**src/rtl/load_store_unit.sv**
```systemverilog
// Multi-cycle load/store stage: steers store lanes onto a valid/ready data bus, extends load
// data for write-back, holds the pipeline while busy and pulses fault on bad or timed-out accesses.
module load_store_unit #(
   parameter int TIMEOUT_CYCLES = 64
) (
   input  logic        clk,
   input  logic        reset,
   input  logic        MemRead,
   input  logic        MemWrite,
   input  logic [2:0]  fun3,
   input  logic [31:0] address,
   input  logic [31:0] Write_data,
   output logic [31:0] MemData_out,
   output logic        stall,
   output logic        fault,
   output logic        bus_req,
   output logic        bus_we,
   output logic [31:0] bus_addr,
   output logic [31:0] bus_wdata,
   output logic [3:0]  bus_be,
   input  logic        bus_ready,
   input  logic [31:0] bus_rdata
);
   localparam int CNT_W = (TIMEOUT_CYCLES > 2) ? $clog2(TIMEOUT_CYCLES) : 1;
   localparam logic [CNT_W-1:0] CNT_LAST = CNT_W'(TIMEOUT_CYCLES - 1);

   typedef enum logic [1:0] {
      IDLE = 2'd0,
      REQ  = 2'd1,
      DONE = 2'd2,
      ERR  = 2'd3
   } state_t;

   state_t            state_r;
   logic [CNT_W-1:0]  cnt_r;
   logic [1:0]        lo_r;
   logic [2:0]        f3_r;
   logic [31:0]       mem_data_r;
   logic              fault_r;
   logic              bus_req_r;
   logic              bus_we_r;
   logic [31:0]       bus_addr_r;
   logic [31:0]       bus_wdata_r;
   logic [3:0]        bus_be_r;

   logic              access_s;
   logic              legal_s;
   logic              misaligned_s;
   logic [3:0]        be_s;
   logic [31:0]       wdata_s;

   // Picks the addressed lane out of the read word and sign/zero-extends it.
   function automatic logic [31:0] extend_load(input logic [31:0] rdata,
                                               input logic [1:0]  lo,
                                               input logic [2:0]  f3);
      logic [7:0]  b;
      logic [15:0] h;
      logic [31:0] r;
      case (lo)
         2'd0:    b = rdata[7:0];
         2'd1:    b = rdata[15:8];
         2'd2:    b = rdata[23:16];
         2'd3:    b = rdata[31:24];
         default: b = rdata[7:0];
      endcase
      h = lo[1] ? rdata[31:16] : rdata[15:0];
      case (f3)
         3'b000:  r = {{24{b[7]}}, b};
         3'b001:  r = {{16{h[15]}}, h};
         3'b010:  r = rdata;
         3'b100:  r = {24'h000000, b};
         3'b101:  r = {16'h0000, h};
         default: r = rdata;
      endcase
      return r;
   endfunction

   // Decode of the presented access: legality, alignment and lane steering.
   always_comb begin
      access_s     = MemRead | MemWrite;
      misaligned_s = 1'b0;
      be_s         = 4'b0000;
      wdata_s      = Write_data;
      case (fun3[1:0])
         2'b00: begin
            be_s    = 4'b0001 << address[1:0];
            wdata_s = {4{Write_data[7:0]}};
         end
         2'b01: begin
            be_s         = address[1] ? 4'b1100 : 4'b0011;
            wdata_s      = {2{Write_data[15:0]}};
            misaligned_s = address[0];
         end
         2'b10: begin
            be_s         = 4'b1111;
            misaligned_s = |address[1:0];
         end
         default: begin
            be_s = 4'b0000;
         end
      endcase
      // Stores take priority when both strobes are high.
      if (MemWrite) begin
         legal_s = (fun3 == 3'b000) || (fun3 == 3'b001) || (fun3 == 3'b010);
      end else begin
         legal_s = (fun3 == 3'b000) || (fun3 == 3'b001) || (fun3 == 3'b010) ||
                   (fun3 == 3'b100) || (fun3 == 3'b101);
      end
   end

   // IDLE term is combinational so the PC freezes in the same cycle the access appears.
   assign stall = (state_r == REQ) || ((state_r == IDLE) && access_s && !reset);

   // Access sequencer with registered bus and result outputs.
   always_ff @(posedge clk) begin
      if (reset) begin
         state_r     <= IDLE;
         cnt_r       <= '0;
         lo_r        <= 2'b00;
         f3_r        <= 3'b000;
         mem_data_r  <= 32'h0000_0000;
         fault_r     <= 1'b0;
         bus_req_r   <= 1'b0;
         bus_we_r    <= 1'b0;
         bus_addr_r  <= 32'h0000_0000;
         bus_wdata_r <= 32'h0000_0000;
         bus_be_r    <= 4'b0000;
      end else begin
         case (state_r)
            IDLE: begin
               fault_r <= 1'b0;
               if (access_s && legal_s && !misaligned_s) begin
                  lo_r        <= address[1:0];
                  f3_r        <= fun3;
                  bus_we_r    <= MemWrite;
                  bus_addr_r  <= {address[31:2], 2'b00};
                  bus_wdata_r <= wdata_s;
                  bus_be_r    <= be_s;
                  bus_req_r   <= 1'b1;
                  cnt_r       <= '0;
                  state_r     <= REQ;
               end else if (access_s) begin
                  fault_r <= 1'b1;
                  state_r <= ERR;
               end else begin
                  state_r <= IDLE;
               end
            end
            REQ: begin
               if (bus_ready) begin
                  bus_req_r <= 1'b0;
                  if (!bus_we_r) begin
                     mem_data_r <= extend_load(bus_rdata, lo_r, f3_r);
                  end else begin
                     mem_data_r <= mem_data_r;
                  end
                  state_r <= DONE;
               end else if (cnt_r == CNT_LAST) begin
                  bus_req_r <= 1'b0;
                  fault_r   <= 1'b1;
                  state_r   <= ERR;
               end else begin
                  cnt_r <= cnt_r + 1'b1;
               end
            end
            DONE: begin
               state_r <= IDLE;
            end
            ERR: begin
               fault_r <= 1'b0;
               state_r <= IDLE;
            end
            default: begin
               bus_req_r <= 1'b0;
               fault_r   <= 1'b0;
               state_r   <= IDLE;
            end
         endcase
      end
   end

   assign MemData_out = mem_data_r;
   assign fault       = fault_r;
   assign bus_req     = bus_req_r;
   assign bus_we      = bus_we_r;
   assign bus_addr    = bus_addr_r;
   assign bus_wdata   = bus_wdata_r;
   assign bus_be      = bus_be_r;

endmodule

```
**config.mk**
```make
export PLATFORM = sky130hd
export DESIGN_NAME = load_store_unit
export DESIGN_NICKNAME = d
export VERILOG_FILES = /design/src/rtl/load_store_unit.sv
export SDC_FILE = /design/constraint.sdc
export NUM_CORES = 1
export LEC_CHECK = 0
export BUFFER_PORTS_ARGS = -buffer_cell sky130_fd_sc_hd__buf_2
export CORE_ASPECT_RATIO = 0.6
export CORE_MARGIN = 1.5
export CORE_UTILIZATION = 48
export CTS_BUF_LIST = sky130_fd_sc_hd__clkbuf_4 sky130_fd_sc_hd__clkbuf_8 sky130_fd_sc_hd__clkbuf_16
export DETAILED_ROUTE_END_ITERATION = 10
export PLACE_DENSITY_LB_ADDON = 0.3
export SYNTH_ARGS = -nofsm -noshare
export SYNTH_HDL_FRONTEND = slang
export SYNTH_SLANG_ARGS = --single-unit
```
**constraint.sdc**
```tcl
create_clock -name clk -period 2.55 [get_ports clk]
set_clock_uncertainty 0.15 [all_clocks]
set_input_delay 0.51 -clock clk [delete_from_list [all_inputs] [get_ports clk]]
set_output_delay 0.51 -clock clk [all_outputs]
set_load 0.02 [all_outputs]
```
; Word-level counts from Yosys, hierarchy flattened
; Index checks and enable logic that the tools add are counted.
[word_totals]
regBits = 114
inputBits = 104
word_cells = 87
[classes]
reduce_logical = 25
mux = 26
shifts = 1
eq_ne = 21
bitwise_logic = 2
addsub = 1
[op_table]
columns = op, count
row1 = one-hot mux 32 bit (4 select lines), 1
row2 = one-hot mux 32 bit (2 select lines), 1
row3 = one-hot mux 8 bit (4 select lines), 1
row4 = 2-to-1 mux 6 bit, 3
row5 = 2-to-1 mux 16 bit, 1
row6 = equality test 3 bit (second input constant), 4
row7 = one-hot mux 4 bit (3 select lines), 1
row8 = one-hot mux 6 bit (2 select lines), 1
row9 = equality test 2 bit (second input constant), 5
row10 = AND reduction 3 bit, 3
row11 = 2-to-1 mux 1 bit, 8
row12 = 2-to-1 mux 2 bit, 4
row13 = adder 6 x 1 -> 6 bit (second input constant), 1
row14 = equality test 2 x 1 -> 1 bit (second input constant), 3
row15 = equality test 3 x 1 -> 1 bit (second input constant), 2
row16 = equality test 6 bit (second input constant), 1
row17 = logical NOT 2 bit, 3
row18 = logical NOT 3 bit, 2
row19 = one-hot mux 2 bit (3 select lines), 1
row20 = logical OR 1 bit, 5
row21 = logical AND 1 bit, 4
row22 = 2-to-1 mux 4 bit, 1
row23 = inequality test 2 x 1 -> 1 bit (second input constant), 2
row24 = inequality test 2 bit (second input constant), 2
row25 = other kinds (13), 16

; Logic depth before layout (Yosys ltp)
[depth]
word_depth = 10
depth_mapped = 10
ltp_nobuf = 7

; Worst setup path after synthesis
; No wires, ideal clock.
[synth_timing]
path_kind = input to register
startpoint = in fun3[0]
endpoint = reg bus_wdata_r[16], in the netlist bus_wdata[16]
path_stages = 9
path_buffers = 2
arrival_time_ps = 1958
slack_ps = 353
cell_sequence = inv_1 -> ha_1 -> o211a_1 -> nor4_4 -> and2_1 -> buf_4 -> buf_6 -> nor2_1 -> a311oi_2
[synth_between]
elab_chain_len = 9
elab_cells_between_ends = 19
[synth_lines]
columns = element, line
row1 = from (decl), 10  ; input logic [2:0] fun3,
row2 = equality test 3 x 1 -> 1 bit / logical NOT 3 bit (equally long branches), "104, 106"
row3 = logical OR 1 bit (2 in series), "104, 106"
row4 = logical OR 1 bit, 106  ; legal_s = (fun3 == 3'b000) || (fun3 == 3'b001) || (fun3 == 3'b010) ||
row5 = logical OR 1 bit, 107  ; (fun3 == 3'b100) || (fun3 == 3'b101);
row6 = 2-to-1 mux 1 bit, 103  ; if (MemWrite) begin
row7 = logical AND 1 bit (2 in series), 132  ; if (access_s && legal_s && !misaligned_s) begin
row8 = AND reduction 2 bit (no source line), n/a
row9 = to (signal assigned), 137  ; bus_wdata_r <= wdata_s;
row10 = to (decl), 43  ; logic [31:0] bus_wdata_r;
; Several ways; a longest one is shown, not always the timed one.
; A chain may end at the register's enable or synchronous reset.

; Worst setup path after layout
[layout_timing]
startpoint = in fun3[0]
endpoint = reg cnt_r[0]
[layout_between]
elab_chain_len = 10
elab_cells_between_ends = 18
[layout_lines]
columns = element, line
row1 = equality test 3 x 1 -> 1 bit / logical NOT 3 bit (equally long branches), "104, 106"
row2 = logical OR 1 bit (2 in series), "104, 106"
row3 = logical OR 1 bit, 106
row4 = logical OR 1 bit, 107
row5 = 2-to-1 mux 1 bit, 103
row6 = logical AND 1 bit, 132
row7 = logical AND 1 bit (*), 132
row8 = inequality test 2 x 1 -> 1 bit (no source line) (*), n/a
row9 = AND reduction 4 bit (no source line) (*), n/a
row10 = to (signal assigned), 163  ; cnt_r <= cnt_r + 1'b1;
row11 = to (decl), 35  ; logic [CNT_W-1:0] cnt_r;
; Mark *: on every way between the ends. The rest lies on a longest branch, timed or not.

==> impl_results.md <==
- Most frequent cell after synthesis: sky130_fd_sc_hd__nand2_1
- Critical path peak fanout: 6
- Setup Fix Bufs, Post-CTS: 0
- Leakage power figure: roughly 3.0 nW
- Pin count of the biggest net entering global routing: between 50 and 60
- Worst setup path class: in2reg
- DR vias: about 5200
- Worst-path clk slew: 0.05 ns
- Maximum count of clock buffers along a single path: 2
- Final Cycle Share: 86.6%
- Top_reg_cell synth: sky130_fd_sc_hd__dfxtp_1
- Kind of path behind the tightest hold check: in2reg
- Mean cell area of the mapped netlist: around 8.2 µm²
- Tightest slew margin relative to the limit: 57.3%
- Post-synthesis instance total: 620
- Run status: completed
- Seq/Total Area, Yosys: roughly 45%
- Die span in x: 136 µm
- Total Nets Final: roughly 900
- Average routed wire per standard cell: between 15 and 20 µm
- Master of the slowest instance on the critical path: sky130_fd_sc_hd__a31oi_1
- Initial DRT Pass Iterations: 7
- Vias per inst: 5.44
- Final setup slack of the worst path: 0.342 ns
- Summed negative setup slack over all endpoints: 0 ns
- Pins over their slew limit: 0
- Largest delay share family, worst path: compound AO/OA/AOI/OAI gates
- Number of antenna violations at the first check in global routing: 0
- Core region area: about 10000 µm²
- Root buffer selected by CTS: sky130_fd_sc_hd__clkbuf_16
- Count of inserted antenna diode cells: 0
- Leading post-synthesis cells by instance count: 128 x sky130_fd_sc_hd__nand2_1, 114 x sky130_fd_sc_hd__dfxtp_1, 78 x sky130_fd_sc_hd__a21oi_1
- Portion of synthesized cell area occupied by the leading cell type: between 40% and 50%
- Hold_ws: 0.193 ns
- DRC marker count from the first detailed-route iteration: about 440
- Post-Synthesis Cell Area: about 5100 µm²
- Worst path cell trace: buf_2, inv_1, ha_1, buf_4, nor3_1, a21oi_2, a31oi_1, buf_4, nor2_1, a211oi_1
- CP Buf/Inv Count: 4
- Total DRC errors in the routed layout: 0
- Cts repair resizes: 0
- Share of synthesized registers carrying an async set or reset: 0%
- Pwr per Cell Area: 811 nW/µm²
- Final antenna-violating net count: 0
- Slew at the pin with the worst max-slew slack: 0.636 ns
- Number of hold-slack violations in the final timing report: 0
- Max Freq: roughly 0.45 GHz
- Worst setup EP type: flip-flop
- Floorplan die height: 82.6 µm
- Biggest area consumer among synthesized cells: sky130_fd_sc_hd__dfxtp_1
- Number of register bits inferred by synthesis: 114
- Total track usage: 26.0%
- Data required time of the critical path: around 2.7 ns
- Number of buffers added by the clock tree synthesis step: 17
- I/O pin count: approximately 210
- Die ar.: 11200 µm²
- Max Cap Violations: 0
- Number of sinks on the clock net: 114
- Total number of placement rows: 28
- Number of buffers inserted by hold repair at cts: 0
- Effective utilization at floorplan: 50.4%
- Top cells by area in the synthesized netlist: sky130_fd_sc_hd__dfxtp_1 45%, sky130_fd_sc_hd__nand2_1 9.5%, sky130_fd_sc_hd__a21oi_1 7.7%
- Number of distinct library cell variants in the gate-level netlist after synthesis: 46
- Estimated wirelength of the detail-placed design: 10900 µm
- Number of global-route vias before repair: between 4000 and 5000
- Count of input and output buffers: 205
- CTS tree: yes
- GRT overflow: 0
- Number of enable-type register cells in the synthesized netlist: 0
- VDD IR-drop max: 0.000577 V
- Global-route wire length before repair: 22600 µm
- Cell with the most instances on the worst path: sky130_fd_sc_hd__buf_4
- Post-synthesis to final-layout area growth: 34.8%
- Period minus WS final: 2.21 ns
- Number of synthesis warnings: 0
- Placer's final routability congestion estimate: 0.917
- Arrival time reported for the critical path endpoint: 2.38 ns
- Fraction of layout instances using a drive strength above 1: 34.1%
- Setup slack after placement: 0.0124 ns
- Total Routed Length: 14800 µm
- Setup-violating endpoint count in the final report: 0
- Setup crit start kind: input pin
- Source-to-sink clock delay at the later pin of the worst-skew pair: about 0.40 ns
- Critical path's largest stage delay: 0.44 ns
- Unrepaired setup endpoints after global routing: no
- H-Tree Depth: 4
## metrics by stage
step           area [µm²]  util, %  total power, mW  instances
2_1_floorplan        5070        -             2.70        621
3_3_place_gp         6200     61.6             3.02        931
3_5_place_dp         6200     61.6             3.05        931
4_1_cts              6840     68.0             5.57        963
5_1_grt              6840     68.0             5.78        963
6_report             6840     68.0             5.54        963
## final cells by class
class | instances | area (µm²)
multi-input cells | 449 | 2510
inverters | 8 | 30.0
flip-flops and latches | 114 | 2280
fillers | 818 | 3220
clock inverters | 10 | 155
well taps | 135 | 169
repair buffers | 225 | 1200
clock buffers | 22 | 482
## placed cells by master (no fill, tap or decap), types with 4 or more instances in the layout
cell type and count:
sky130_fd_sc_hd__buf_2 204, sky130_fd_sc_hd__nand2_1 127, sky130_fd_sc_hd__dfxtp_1 114, sky130_fd_sc_hd__a21oi_1 78, sky130_fd_sc_hd__nor2_1 63, sky130_fd_sc_hd__a211oi_1 49, sky130_fd_sc_hd__buf_4 19, sky130_fd_sc_hd__o21ai_0 18
sky130_fd_sc_hd__clkbuf_16 17, sky130_fd_sc_hd__nand2b_1 13, sky130_fd_sc_hd__nor3_1 10, sky130_fd_sc_hd__nand3_1 10, sky130_fd_sc_hd__mux2_2 9, sky130_fd_sc_hd__a22o_1 8, sky130_fd_sc_hd__a311oi_2 8, sky130_fd_sc_hd__inv_1 7
sky130_fd_sc_hd__nand3b_1 7, sky130_fd_sc_hd__ha_1 5, sky130_fd_sc_hd__o211ai_1 4, sky130_fd_sc_hd__mux2i_1 4, sky130_fd_sc_hd__bufinv_16 4, sky130_fd_sc_hd__clkinv_2 4
## where the power goes
group	switching, mW	leakage (nW)	internal [mW]
combinational	0.625	1.72	0.378
sequential	0.0953	0.929	1.93
clock	0.790	0.313	1.73
total	1.51	2.96	4.03
## worst register-to-register path, delay by kind of cell, from the launching register on
family          cells  cell delay [ns]
flops               1             0.54
compound gates      3             0.54
simple gates        2             0.76
## layer usage
metal  wire, µm  GRT usage [%]  vias to the layer above
met5          0              0                        -
met4        172           8.39                        0
met3       1480           7.45                       17
met2       6600           39.4                      269
met1       6580           35.7                     2403
li1           -              -                     2550
## logic make-up after synthesis
group	Yosys count	share of synthesized area (%)
multiplexers	13	2.79
AO/OA/AOI/OAI	184	24.0
adder cells (fa/ha/maj)	5	1.23
buffers and inverters	58	5.70
flip-flops	114	45.0
AND/OR/NAND/NOR	245	21.2
other	1	0.0739
## flip-flops by register name (all words and copies together), names as in the netlist
name	flops
fault	1
bus_addr	30
bus_wdata	32
MemData_out	32
bus_be	4
state_r	2
lo_r	2
f3_r	3
bus_we	1
bus_req	1
cnt_r	6
## worst paths after layout
kind,depth (start not counted),slack (ns),from,end
setup / recovery,10,0.34,fun3[0],cnt_r[0]
setup reg to reg,5,0.48,f3_r[0],MemData_out[2]
hold / removal,3,0.19,address[25],bus_addr[25]
hold reg to reg,2,0.30,bus_be[3],bus_be[3]
No activity file was read; power rests on OpenSTA's default activity.
